### src/rtl/des_link_train_ctrl.sv
// Link-training controller: bit-slips the deserializer until the training byte appears,
// then finds the word marker, verifies LOCK_CNT clean words and reports lock/word phase.
module des_link_train_ctrl #(
  parameter logic [7:0] BYTE_PAT    = 8'hBC,
  parameter logic [7:0] WORD_PAT    = 8'h3C,
  parameter int         LOCK_CNT    = 8,
  parameter int         SLIP_WAIT   = 16,
  parameter int         MAX_SLIPS   = 8,
  parameter int         VLD_TIMEOUT = 64
) (
  input  logic       t_clk,
  input  logic       rst_n,
  input  logic       train_en,
  input  logic [7:0] byte_in,
  input  logic       byte_vld,
  output logic       bitslip,
  output logic [1:0] word_phase,
  output logic       lock,
  output logic       fail,
  output logic [2:0] state_o,
  output logic [2:0] slip_cnt,
  output logic [7:0] los_cnt
);

  localparam int GW = $clog2(LOCK_CNT + 1);
  localparam int WW = $clog2(SLIP_WAIT);
  localparam int TW = $clog2(VLD_TIMEOUT);

  localparam logic [2:0]    SLIP_LAST = 3'(MAX_SLIPS - 1);
  localparam logic [GW-1:0] GOOD_MAX  = GW'(LOCK_CNT);
  localparam logic [WW-1:0] WAIT_LAST = WW'(SLIP_WAIT - 1);
  localparam logic [TW-1:0] TMO_LAST  = TW'(VLD_TIMEOUT - 1);

  typedef enum logic [2:0] {
    S_IDLE   = 3'd0,
    S_HUNT   = 3'd1,
    S_SLIP   = 3'd2,
    S_ALIGN  = 3'd3,
    S_VERIFY = 3'd4,
    S_LOCKED = 3'd5,
    S_FAIL   = 3'd6
  } state_t;

  state_t        state_q, state_d;
  logic [2:0]    slip_q, slip_d;
  logic [GW-1:0] good_q, good_d, good_inc;
  logic [1:0]    lane_q, lane_d;
  logic [WW-1:0] wait_q, wait_d;
  logic [TW-1:0] tmo_q, tmo_d;
  logic [7:0]    los_q, los_d;
  logic [1:0]    phase_q, phase_d;
  logic          bitslip_q, bitslip_d;
  logic          lock_q, lock_d;
  logic          fail_q, fail_d;
  logic          is_byte_pat, is_word_pat;

  always_comb begin
    state_d     = state_q;
    slip_d      = slip_q;
    good_d      = good_q;
    lane_d      = lane_q;
    wait_d      = wait_q;
    tmo_d       = tmo_q;
    los_d       = los_q;
    phase_d     = phase_q;
    bitslip_d   = 1'b0;
    good_inc    = good_q + 1'b1;
    is_byte_pat = (byte_in == BYTE_PAT);
    is_word_pat = (byte_in == WORD_PAT);

    // IDLE holds every per-hunt counter at zero so a retry starts clean
    if (state_q == S_IDLE) begin
      slip_d = '0;
      good_d = '0;
      lane_d = '0;
      wait_d = '0;
      tmo_d  = '0;
    end

    if (!train_en) begin
      state_d = S_IDLE;
    end else begin
      case (state_q)
        S_IDLE: state_d = S_HUNT;

        S_HUNT: begin
          if (byte_vld) begin
            if (is_byte_pat || is_word_pat) begin
              state_d = S_ALIGN;
            end else if (slip_q == SLIP_LAST) begin
              state_d = S_FAIL;
            end else begin
              bitslip_d = 1'b1;
              slip_d    = slip_q + 3'd1;
              wait_d    = '0;
              state_d   = S_SLIP;
            end
          end
        end

        S_SLIP: begin
          if (wait_q == WAIT_LAST) begin
            wait_d  = '0;
            state_d = S_HUNT;
          end else begin
            wait_d = wait_q + 1'b1;
          end
        end

        S_ALIGN: begin
          if (byte_vld) begin
            if (is_word_pat) begin
              lane_d  = '0;
              good_d  = '0;
              state_d = S_VERIFY;
            end else if (!is_byte_pat) begin
              state_d = S_HUNT;
            end
          end
        end

        S_VERIFY: begin
          if (byte_vld) begin
            lane_d = lane_q + 2'd1;
            if ((lane_q == 2'd3) ? !is_word_pat : !is_byte_pat) begin
              good_d  = '0;
              state_d = S_HUNT;
            end else if (lane_q == 2'd3) begin
              good_d = good_inc;
              if (good_inc == GOOD_MAX) begin
                phase_d = lane_q;
                tmo_d   = '0;
                state_d = S_LOCKED;
              end
            end
          end
        end

        S_LOCKED: begin
          // A strobe in the same cycle as an expiring timer wins over the timeout
          if (byte_vld) begin
            tmo_d = '0;
          end else if (tmo_q == TMO_LAST) begin
            tmo_d   = '0;
            slip_d  = '0;
            los_d   = (los_q == 8'hFF) ? los_q : los_q + 8'd1;
            state_d = S_HUNT;
          end else begin
            tmo_d = tmo_q + 1'b1;
          end
        end

        S_FAIL: state_d = S_FAIL;

        default: state_d = S_IDLE;
      endcase
    end

    lock_d = (state_d == S_LOCKED);
    fail_d = (state_d == S_FAIL);
  end

  always_ff @(posedge t_clk or negedge rst_n) begin
    if (!rst_n) begin
      state_q   <= S_IDLE;
      slip_q    <= '0;
      good_q    <= '0;
      lane_q    <= '0;
      wait_q    <= '0;
      tmo_q     <= '0;
      los_q     <= '0;
      phase_q   <= '0;
      bitslip_q <= 1'b0;
      lock_q    <= 1'b0;
      fail_q    <= 1'b0;
    end else begin
      state_q   <= state_d;
      slip_q    <= slip_d;
      good_q    <= good_d;
      lane_q    <= lane_d;
      wait_q    <= wait_d;
      tmo_q     <= tmo_d;
      los_q     <= los_d;
      phase_q   <= phase_d;
      bitslip_q <= bitslip_d;
      lock_q    <= lock_d;
      fail_q    <= fail_d;
    end
  end

  assign bitslip    = bitslip_q;
  assign word_phase = phase_q;
  assign lock       = lock_q;
  assign fail       = fail_q;
  assign state_o    = state_q;
  assign slip_cnt   = slip_q;
  assign los_cnt    = los_q;

endmodule

### config.mk
export PLATFORM = sky130hd
export DESIGN_NAME = des_link_train_ctrl
export DESIGN_NICKNAME = d
export VERILOG_FILES = /design/src/rtl/des_link_train_ctrl.sv
export SDC_FILE = /design/constraint.sdc
export NUM_CORES = 1
export LEC_CHECK = 0
export BUFFER_PORTS_ARGS = -buffer_cell sky130_fd_sc_hd__buf_2
export CAP_MARGIN = 20
export CORE_AREA = 2 2 65 67
export CTS_CLUSTER_SIZE = 40
export DETAILED_ROUTE_END_ITERATION = 8
export DIE_AREA = 0 0 67 69
export PLACE_DENSITY = 0.84
export SETUP_SLACK_MARGIN = 0.2
export SLEW_MARGIN = 20
export SYNTH_ARGS = -nofsm -noshare
export SYNTH_HDL_FRONTEND = slang
export SYNTH_SLANG_ARGS = --single-unit
### constraint.sdc
create_clock -name t_clk -period 2.6 [get_ports t_clk]
set_input_delay 0.39 -clock t_clk [delete_from_list [all_inputs] [get_ports t_clk]]
set_output_delay 0.39 -clock t_clk [all_outputs]
set_load 0.02 [all_outputs]
Word level (Yosys, flattened, before mapping):

Index checks and enable logic that the tools add are counted.

* flip-flop bits (word level): 35
* input port bits: 12
* output and inout bits: 19
* logic and storage cells: 101

* add/subtract/negate cells: 6
* equality and inequality tests: 16
* multiplexer cells: 59
* bitwise gates (word level): 3
* reduce and logical (&&, ||, !) cells: 6

Operators with widths (number)
* 2-to-1 mux 3 bit: 21
* 2-to-1 mux 4 bit: 13
* 2-to-1 mux 6 bit: 8
* case mux 3 bit (7 select lines): 1
* equality test 3 bit (second input constant): 6
* equality test 8 bit (second input constant): 2
* case mux 4 bit (2 select lines): 2
* case mux 6 bit (2 select lines): 1
* 2-to-1 mux 2 bit: 5
* adder 4 x 1 -> 4 bit (second input constant): 2
* adder 8 x 1 -> 8 bit (second input constant): 1
* equality test 4 bit (second input constant): 2
* equality test 8 x 6 -> 1 bit (second input constant): 1
* adder 6 x 1 -> 6 bit (second input constant): 1
* equality test 3 x 2 -> 1 bit (second input constant): 2
* equality test 6 bit (second input constant): 1
* 2-to-1 mux 1 bit: 6
* case mux 3 bit (2 select lines): 1
* AND reduction 6 bit: 1
* AND reduction 5 bit: 1
* case mux 2 bit (2 select lines): 1
* adder 3 x 1 -> 3 bit (second input constant): 1
* equality test 3 x 1 -> 1 bit (second input constant): 1
* zero test 3 bit: 1
* 5 further kinds: 8

Depth between registers and ports, before layout:

Gate-level depths: netlist of run 1.

* depth after elaboration: 9
* gate-level depth with buffers: 7
* gate-level depth less buffers: 7

Worst setup path after synthesis of run 1:

Ideal clock, no wire load.

* path type: reg-to-reg
* start point: register tmo_q[0]
* end point: register los_q[1], in the netlist los_cnt[1]
* library setup time: 125 ps
* arrival: 1725 ps
* data required time: 2475 ps
* slack: 750 ps
* stages on the path, launching flop included: 7
* buffers on the path: 1
* clock period less this slack: 1850 ps
* cells stage by stage: dfrtp_1 > ha_1 > nand3_1 > nor4_1 > and3_1 > buf_2 > mux2_2

* cells in the longest elaborated chain, start to end: 2

RTL lines
* from (decl): RTL line 49 `logic [TW-1:0] tmo_q, tmo_d;`
* from (signal assigned): RTL line 182 `tmo_q <= tmo_d;`
* equality test 6 bit: RTL line 143 `end else if (tmo_q == TMO_LAST) begin`
* AND reduction 5 bit (no line)
* to (signal assigned): RTL line 183 `los_q <= los_d;`
* to (decl): RTL line 50 `logic [7:0] los_q, los_d;`

Every way passes these cells.
A chain may end at the register's enable or synchronous reset.

Final worst setup path of run 1:

Ends and elaborated chain as after synthesis.

==> summary.txt, run 1 <==
Outcome
  – Outcome: finished clean

Setup path
  – CP endpoint kind: flop
  – Worst Setup Path Type: flop to flop
  – CP max FO: 8
  – Count of cells along the worst register-to-register path: 5
  – Crit path required time: 2780 ps
  – Arrival time at the worst endpoint: 2290 ps
  – Kind of launch point of the worst setup path: flop

STA
  – Final worst clock skew: 5.526 ps
  – Minimum clock period: 2106 ps
  – Final setup violation count: 0
  – Setup repair after global routing missed its margin: no
  – Ratio of final minimum period to clock period: 0.8101
  – Slew at the pin closest to its max-slew limit: 791.5 ps
  – Post-Route Hold Slack: 181.0 ps
  – Total negative slack: 0 ps
  – Max-slew violations: 0
  – Fmax: 474.8 MHz
  – Number of hold violations in the final report: 0
  – Slew HR: 0.4723

Synthesis
  – Cell type contributing the most total cell area after synthesis: sky130_fd_sc_hd__dfrtp_1
  – List of most frequent post-synthesis cells: sky130_fd_sc_hd__dfrtp_1, sky130_fd_sc_hd__nand2_1, sky130_fd_sc_hd__o21ai_0
  – Most instantiated library cell after synthesis: sky130_fd_sc_hd__dfrtp_1
  – Gate count of the mapped netlist: 242
  – Synthesized net count: 261
  – Number of warnings printed during yosys synthesis: 0
  – Proportion of netlist area held by the largest area contributor: 0.4067
  – Leading register cell type out of synthesis: sky130_fd_sc_hd__dfrtp_1
  – Post-synth cell types: 59
  – Avg Inst Size Synth: 8.898 um^2
  – Largest cells by area after synthesis: sky130_fd_sc_hd__dfrtp_1, sky130_fd_sc_hd__nand2_1, sky130_fd_sc_hd__ha_1
  – Asr flop ratio synth: 1.000
  – Post-synthesis sequential area ratio: 0.4067
  – EDFF count, synth: 0
  – Post-synth design cell area: 2153 um^2
  – Flip-flop and latch count after synthesis: 35

Placed design
  – Post-Place Cells: 312
  – Quantity of I/O buffers inserted on ports: 30
  – HPWL after detailed placement: 3489 um
  – Final weighted congestion in routability-driven placement: 0.8903

Global route
  – Global Route Usage Sum: 0.2308
  – First-pass GRT wire length: 8376 um
  – Initial antenna violation count: 0
  – Vias in the first global route: 1868
  – Largest net degree at the start of global routing: 36
  – Sum of overflow across all layers after global routing: 0

Floorplan
  – Die X: 67 um
  – Row count: 23
  – Die extent in y: 69 um
  – Starting density of the core: 0.5502
  – Die ar.: 4623 um^2
  – I/O pin count: 31
  – Area of the core region: 3914 um^2

Power and ir drop
  – Maximum ir drop on the vdd rail: 0.4448 mV
  – Pint: 851.0 uW
  – Pwr dens: 492.0 nW/um^2
  – Clock power frac: 0.373
  – Cell leakage power: 1.110 nW
  – Overall power after layout: 1.182 mW
  – Gate power share: 0.134
  – Switching component of the power: 331.0 uW
  – Proportion of total power due to net switching: 0.2800
  – Proportion of power drawn by flip-flops and latches: 0.493

Clocking
  – Maximum count of clock buffers along a single path: 2
  – Latest clock arrival within the worst-skew pair: 290 ps
  – Buffer type at the clock tree root: sky130_fd_sc_hd__clkbuf_8
  – Number of gates resized after CTS: 0
  – Clock tree from TritonCTS: done
  – Buffer count from post-CTS setup fixing: 0
  – Clock slew at reported path FFs: 70 ps
  – Number of buffers inserted for hold repair after clock tree synthesis: 0
  – # clock sinks: 35
  – Clock buffer count from CTS: 5
  – Number of H-tree levels: 2

Final layout
  – Antenna diode count: 0
  – Post-route non-filler standard cell count: 320
  – Area of combinational cells with multiple inputs: 1176 um^2
  – Signed area change from the synthesized netlist to the final layout: 11.56%
  – Filler Cells Inserted: 354
  – Layout cell share with drive strength beyond 1: 0.1963
  – Combined flip-flop and latch cell area: 875.8 um^2
  – Nets@finish: 288

Drt
  – Final WL: 4846 um
  – Post-DRT Antenna Nets: 0
  – Detailed-route wire length per cell: 15.14 um
  – Drt first pass iters: 4
  – # DRC: 0
  – Routed vias: 1981
  – Number of DRC violations after detailed-routing iteration 0: 138
  – Ratio of routed vias to standard cells: 6.191

Min path
  – Hold Path Class: input pin to async pin

Job
  – Max-Cap Viols: 0
[power groups by stage]
stage                     Sequential (mW)  Combinational (mW)  Clock, mW
after floorplan                     0.595               0.105          0
after global placement              0.591               0.155          0
after detailed placement            0.593               0.157          0
after CTS                           0.583               0.158      0.451
after global routing                0.586               0.175      0.479
final                               0.583               0.158      0.441
[kinds of logic after synthesis]
logic type,share of synthesized area
and+or+nand+nor,0.2609
AOI/OAI and AO/OA,0.1836
DFF,0.4067
buffers and inverters,0.04707
xor gates and xnor gates,0.04068
adders and majority gates,0.04067
muxes,0.02034
[routing by layer]
metal	vias to the layer above	wire length, um	GRT usage
met3	19	275	0.04731
met2	87	2260	0.3377
met4	0	137	0.1134
li1	947	-	-
met1	928	2172	0.3214
met5	-	0	0
[flip-flops by register name, summed over array words and instances, names as in the netlist]
register and flops:
state_o 3, wait_q 4, tmo_q 6, good_q 4
slip_cnt 3, lock 1, los_cnt 8, word_phase 2
bitslip 1, fail 1, lane_q 2
[critical path: stages (launching register included)]
cell                      delay, ps
sky130_fd_sc_hd__dfrtp_1        410
sky130_fd_sc_hd__ha_1           220
sky130_fd_sc_hd__nand3_1        220
sky130_fd_sc_hd__nor4_1         380
sky130_fd_sc_hd__and3_1         390
sky130_fd_sc_hd__mux2_2         370
[placed cells by master, fill, tap and decap left out, types with 2 or more instances in the layout]
cell type                  count
sky130_fd_sc_hd__dfrtp_1      35
sky130_fd_sc_hd__buf_2        30
sky130_fd_sc_hd__nand2_1      29
sky130_fd_sc_hd__o21ai_0      17
sky130_fd_sc_hd__nor2_1       16
sky130_fd_sc_hd__a21oi_1      16
sky130_fd_sc_hd__nand3_1      14
sky130_fd_sc_hd__nand4_1      10
sky130_fd_sc_hd__nor3_1        9
sky130_fd_sc_hd__inv_1         7
sky130_fd_sc_hd__xnor2_1       7
sky130_fd_sc_hd__ha_1          7
sky130_fd_sc_hd__clkbuf_8      7
sky130_fd_sc_hd__and3_1        5
sky130_fd_sc_hd__nor4_1        4
sky130_fd_sc_hd__o31ai_1       3
sky130_fd_sc_hd__nor2b_1       3
sky130_fd_sc_hd__xor2_1        3
sky130_fd_sc_hd__mux2_2        3
sky130_fd_sc_hd__a211oi_1      2
sky130_fd_sc_hd__nor3b_1       2
sky130_fd_sc_hd__or3_2         2
sky130_fd_sc_hd__a22o_1        2
sky130_fd_sc_hd__a31oi_1       2
sky130_fd_sc_hd__a21o_1        2
sky130_fd_sc_hd__a211o_1       2
[cell type report]
cell class,instances,area share
multi-input combinational,189,0.4896
sequential,35,0.3646
timing repair buffer,31,0.06563
clock buffer,7,0.04010
tap,50,0.02604
inverter,7,0.01094
clock inverter,1,0.003125
[per-stage QoR]
| stage | cell area [um^2] | setup slack, ps | utilization |
|---|---|---|---|
| 6_report | 2402 | 493.7 | 0.6138 |
| 4_1_cts | 2402 | 508.2 | 0.6138 |
| 3_5_place_dp | 2298 | 516.1 | 0.5873 |
| 2_1_floorplan | 2153 | 750.1 | - |
| 3_3_place_gp | 2298 | 529.0 | 0.5873 |
| 5_1_grt | 2402 | 292.2 | 0.6138 |
[final timing paths]
check / end / slack [ps] / startpoint
worst max-delay path: los_cnt[1]$_DFFE_PN0P_ / 490 / tmo_q[0]$_DFF_PN0_
worst min-delay path: tmo_q[3]$_DFF_PN0_ / 180 / rst_n
worst max register to register: los_cnt[1]$_DFFE_PN0P_ / 490 / tmo_q[0]$_DFF_PN0_
worst min register to register: los_cnt[7]$_DFFE_PN0P_ / 500 / los_cnt[7]$_DFFE_PN0P_
max in group asynchronous: good_q[0]$_DFF_PN0_ / 1920 / rst_n
min in group t_clk: los_cnt[7]$_DFFE_PN0P_ / 500 / los_cnt[7]$_DFFE_PN0P_
(Power assumes the default switching activity.)
==> run 2: changes to the inputs <==
--- a/config.mk
+++ b/config.mk
@@ -7,11 +7,11 @@
 export LEC_CHECK = 0
 export BUFFER_PORTS_ARGS = -buffer_cell sky130_fd_sc_hd__buf_2
 export CAP_MARGIN = 20
-export CORE_AREA = 2 2 65 67
+export CORE_AREA = 2 2 68 70
 export CTS_CLUSTER_SIZE = 40
 export DETAILED_ROUTE_END_ITERATION = 8
-export DIE_AREA = 0 0 67 69
-export PLACE_DENSITY = 0.84
+export DIE_AREA = 0 0 70 72
+export PLACE_DENSITY = 0.81
 export SETUP_SLACK_MARGIN = 0.2
 export SLEW_MARGIN = 20
 export SYNTH_ARGS = -nofsm -noshare
==> constraint.sdc (replaced) <==
create_clock -name t_clk -period 1.75 [get_ports t_clk]
set_input_delay 0.2625 -clock t_clk [delete_from_list [all_inputs] [get_ports t_clk]]
set_output_delay 0.2625 -clock t_clk [all_outputs]
set_load 0.02 [all_outputs]
==> run 2 against run 1 <==
Effect of this change:
- global-route usage up 2.6 points
- largest power group unchanged
- total power up 72%
- cell count rose by 17%
- die area rose by 9.0%
- critical path type unchanged
==> summary.txt, run 2 (synthesis results as in run 1) <==
STA
  – Final worst clock skew: 13.71 ps
  – Slew HR: 0.6077
  – Final setup violation count: 0
  – Number of hold violations in the final report: 0
  – Post-Route Hold Slack: 429.4 ps
  – Minimum clock period: 1696 ps
  – Slew at the pin closest to its max-slew limit: 582.3 ps
  – Setup repair after global routing missed its margin: yes
  – Max-slew violations: 0
  – Fmax: 589.5 MHz
  – Setup WS post-layout: 53.53 ps
  – Ratio of final minimum period to clock period: 0.9694

Placed design
  – Quantity of I/O buffers inserted on ports: 30
  – Minimum setup slack after placement: -112.6 ps
  – HPWL after detailed placement: 3928 um
  – Placed Area: 2670 um^2
  – Final weighted congestion in routability-driven placement: 0.9285

Clocking
  – Clock buffer count from CTS: 5
  – # clock sinks: 35
  – Buffer type at the clock tree root: sky130_fd_sc_hd__clkbuf_8
  – Latest clock arrival within the worst-skew pair: 300 ps
  – Maximum count of clock buffers along a single path: 2
  – Clock tree from TritonCTS: done
  – Number of H-tree levels: 2
  – Clock slew at reported path FFs: 80 ps

Final layout
  – Layout cell share with drive strength beyond 1: 0.5232
  – Antenna diode count: 0
  – Area of all placed cells without fillers: 3292 um^2
  – Max reg flops: 8
  – Nets@finish: 341
  – Signed area change from the synthesized netlist to the final layout: 52.88%
  – Most common library cell in the layout ignoring fill and taps: sky130_fd_sc_hd__buf_4
  – Top library cells by usage in the layout, fill and taps aside: sky130_fd_sc_hd__buf_4, sky130_fd_sc_hd__dfrtp_1, sky130_fd_sc_hd__buf_2, sky130_fd_sc_hd__nand2_1

Setup path
  – Worst Setup Path Type: flop to flop
  – Reg-to-reg startpoint: state_o[1]$_DFF_PN0_
  – Crit path required time: 1930 ps
  – Worst r2r dst: word_phase[1]$_DFFE_PN0P_
  – CP endpoint kind: flop
  – Worst setup path end: word_phase[1]$_DFFE_PN0P_
  – Delay contributed by the slowest stage of the critical path: 470 ps
  – CP max FO: 6
  – Arrival time at the worst endpoint: 1870 ps
  – Worst R2R Setup Slack: 50 ps
  – Kind of launch point of the worst setup path: flop
  – Count of cells along the worst register-to-register path: 6
  – Setup crit start: state_o[1]$_DFF_PN0_
  – Critical-path top delay cell: sky130_fd_sc_hd__dfrtp_2
  – Cell-by-cell listing of the critical path: buf_4, nor3b_4, and2_4, nand2_4, nor2_4, mux2_4

Drt
  – Drt first pass iters: 5
  – Detailed-route wire length per cell: 18.14 um
  – Final WL: 6803 um
  – Routed vias: 2360
  – # DRC: 0
  – Post-DRT Antenna Nets: 0
  – Ratio of routed vias to standard cells: 6.293
  – Number of DRC violations after detailed-routing iteration 0: 358

Power and ir drop
  – Maximum ir drop on the vdd rail: 0.4533 mV
  – Cell leakage power: 1.460 nW
  – Pwr dens: 617.6 nW/um^2
  – Overall power after layout: 2.033 mW

Global route
  – Largest net degree at the start of global routing: 36
  – Busiest layer in global routing: met2
  – Sum of overflow across all layers after global routing: 0
  – Met2 Usage GRT: 0.4688
  – Initial antenna violation count: 0
  – First-pass GRT wire length: 10320 um
  – Met3 routing resource usage after global routing: 0.04444
  – Global Route Usage Sum: 0.2570
  – GR Layer Usage met1: 0.3122
  – Vias in the first global route: 2224

Floorplan
  – Starting density of the core: 0.5050
  – Die X: 70 um
  – I/O pin count: 31
  – Row count: 24
  – Area of the core region: 4264 um^2
  – Die ar.: 5040 um^2
  – Die extent in y: 72 um

Outcome
  – Outcome: finished clean

Min path
  – Hold Path Class: input pin to flop

Job
  – Max-Cap Viols: 0
## run 2: cell count changes in the layout (fill, tap and decap cells not counted), moves of 9 or more
cell	change
sky130_fd_sc_hd__o21ai_1	+10
sky130_fd_sc_hd__buf_6	+9
sky130_fd_sc_hd__nand2_1	-10
sky130_fd_sc_hd__buf_4	+42
sky130_fd_sc_hd__o21ai_0	-11
## run 2: worst min-delay path by stage
stage,to,startpoint,cells past startpoint
after floorplan,bitslip$_DFF_PN0_,rst_n,0
after global placement,slip_cnt[1]$_DFF_PN0_,rst_n,2
after detailed placement,slip_cnt[2]$_DFF_PN0_,rst_n,2
after CTS,wait_q[1]$_DFF_PN0_,train_en,3
after global routing,wait_q[1]$_DFF_PN0_,train_en,3
final,wait_q[2]$_DFF_PN0_,train_en,3
## run 2: area by class of cell
class                      count  area, um^2
clock inverter                 2       37.54
timing repair buffer          84       604.3
clock buffer                   6       72.57
fill                         258       972.2
sequential                    35       882.1
tap                           52       65.06
multi-input combinational    189        1600
inverter                       7       30.03
## run 2: critical path: cells and delay by family (launching register included)
family	cells	cell delay [ps]
and+or+nand+nor	4	610
muxes	1	310
DFF	1	470
buffers and inverters	1	190
## run 2: repair_timing
item | 4_1_cts | 5_1_grt
pin swaps | 15 | 29
resized for setup | 27 | 54
hold buffers | 1 | 0
setup endpoints to repair | 30 | 33
hold endpoints to repair | 35 | 0
setup buffers | 13 | 12
## run 2: routing by layer
layer	vias up	part of all wire
li1	1058	-
met1	1134	0.40
met2	142	0.50
met3	26	0.075
met4	0	0.022
met5	-	0
## run 2: power breakdown
group | switching [mW] | leakage, nW | internal (mW) | total [mW]
combinational | 0.260 | 0.930 | 0.183 | 0.443
clock | 0.301 | 0.0514 | 0.425 | 0.726
sequential | 0.0319 | 0.478 | 0.832 | 0.864
total | 0.593 | 1.46 | 1.44 | 2.03
## run 2: per-stage QoR
stage	cells	utilization	setup TNS, ps
2_1_floorplan	242	-	0
3_3_place_gp	341	0.6262	-342.9
3_5_place_dp	341	0.6262	-945.6
4_1_cts	363	0.7010	0
5_1_grt	375	0.7720	-27.26
6_report	375	0.7720	0
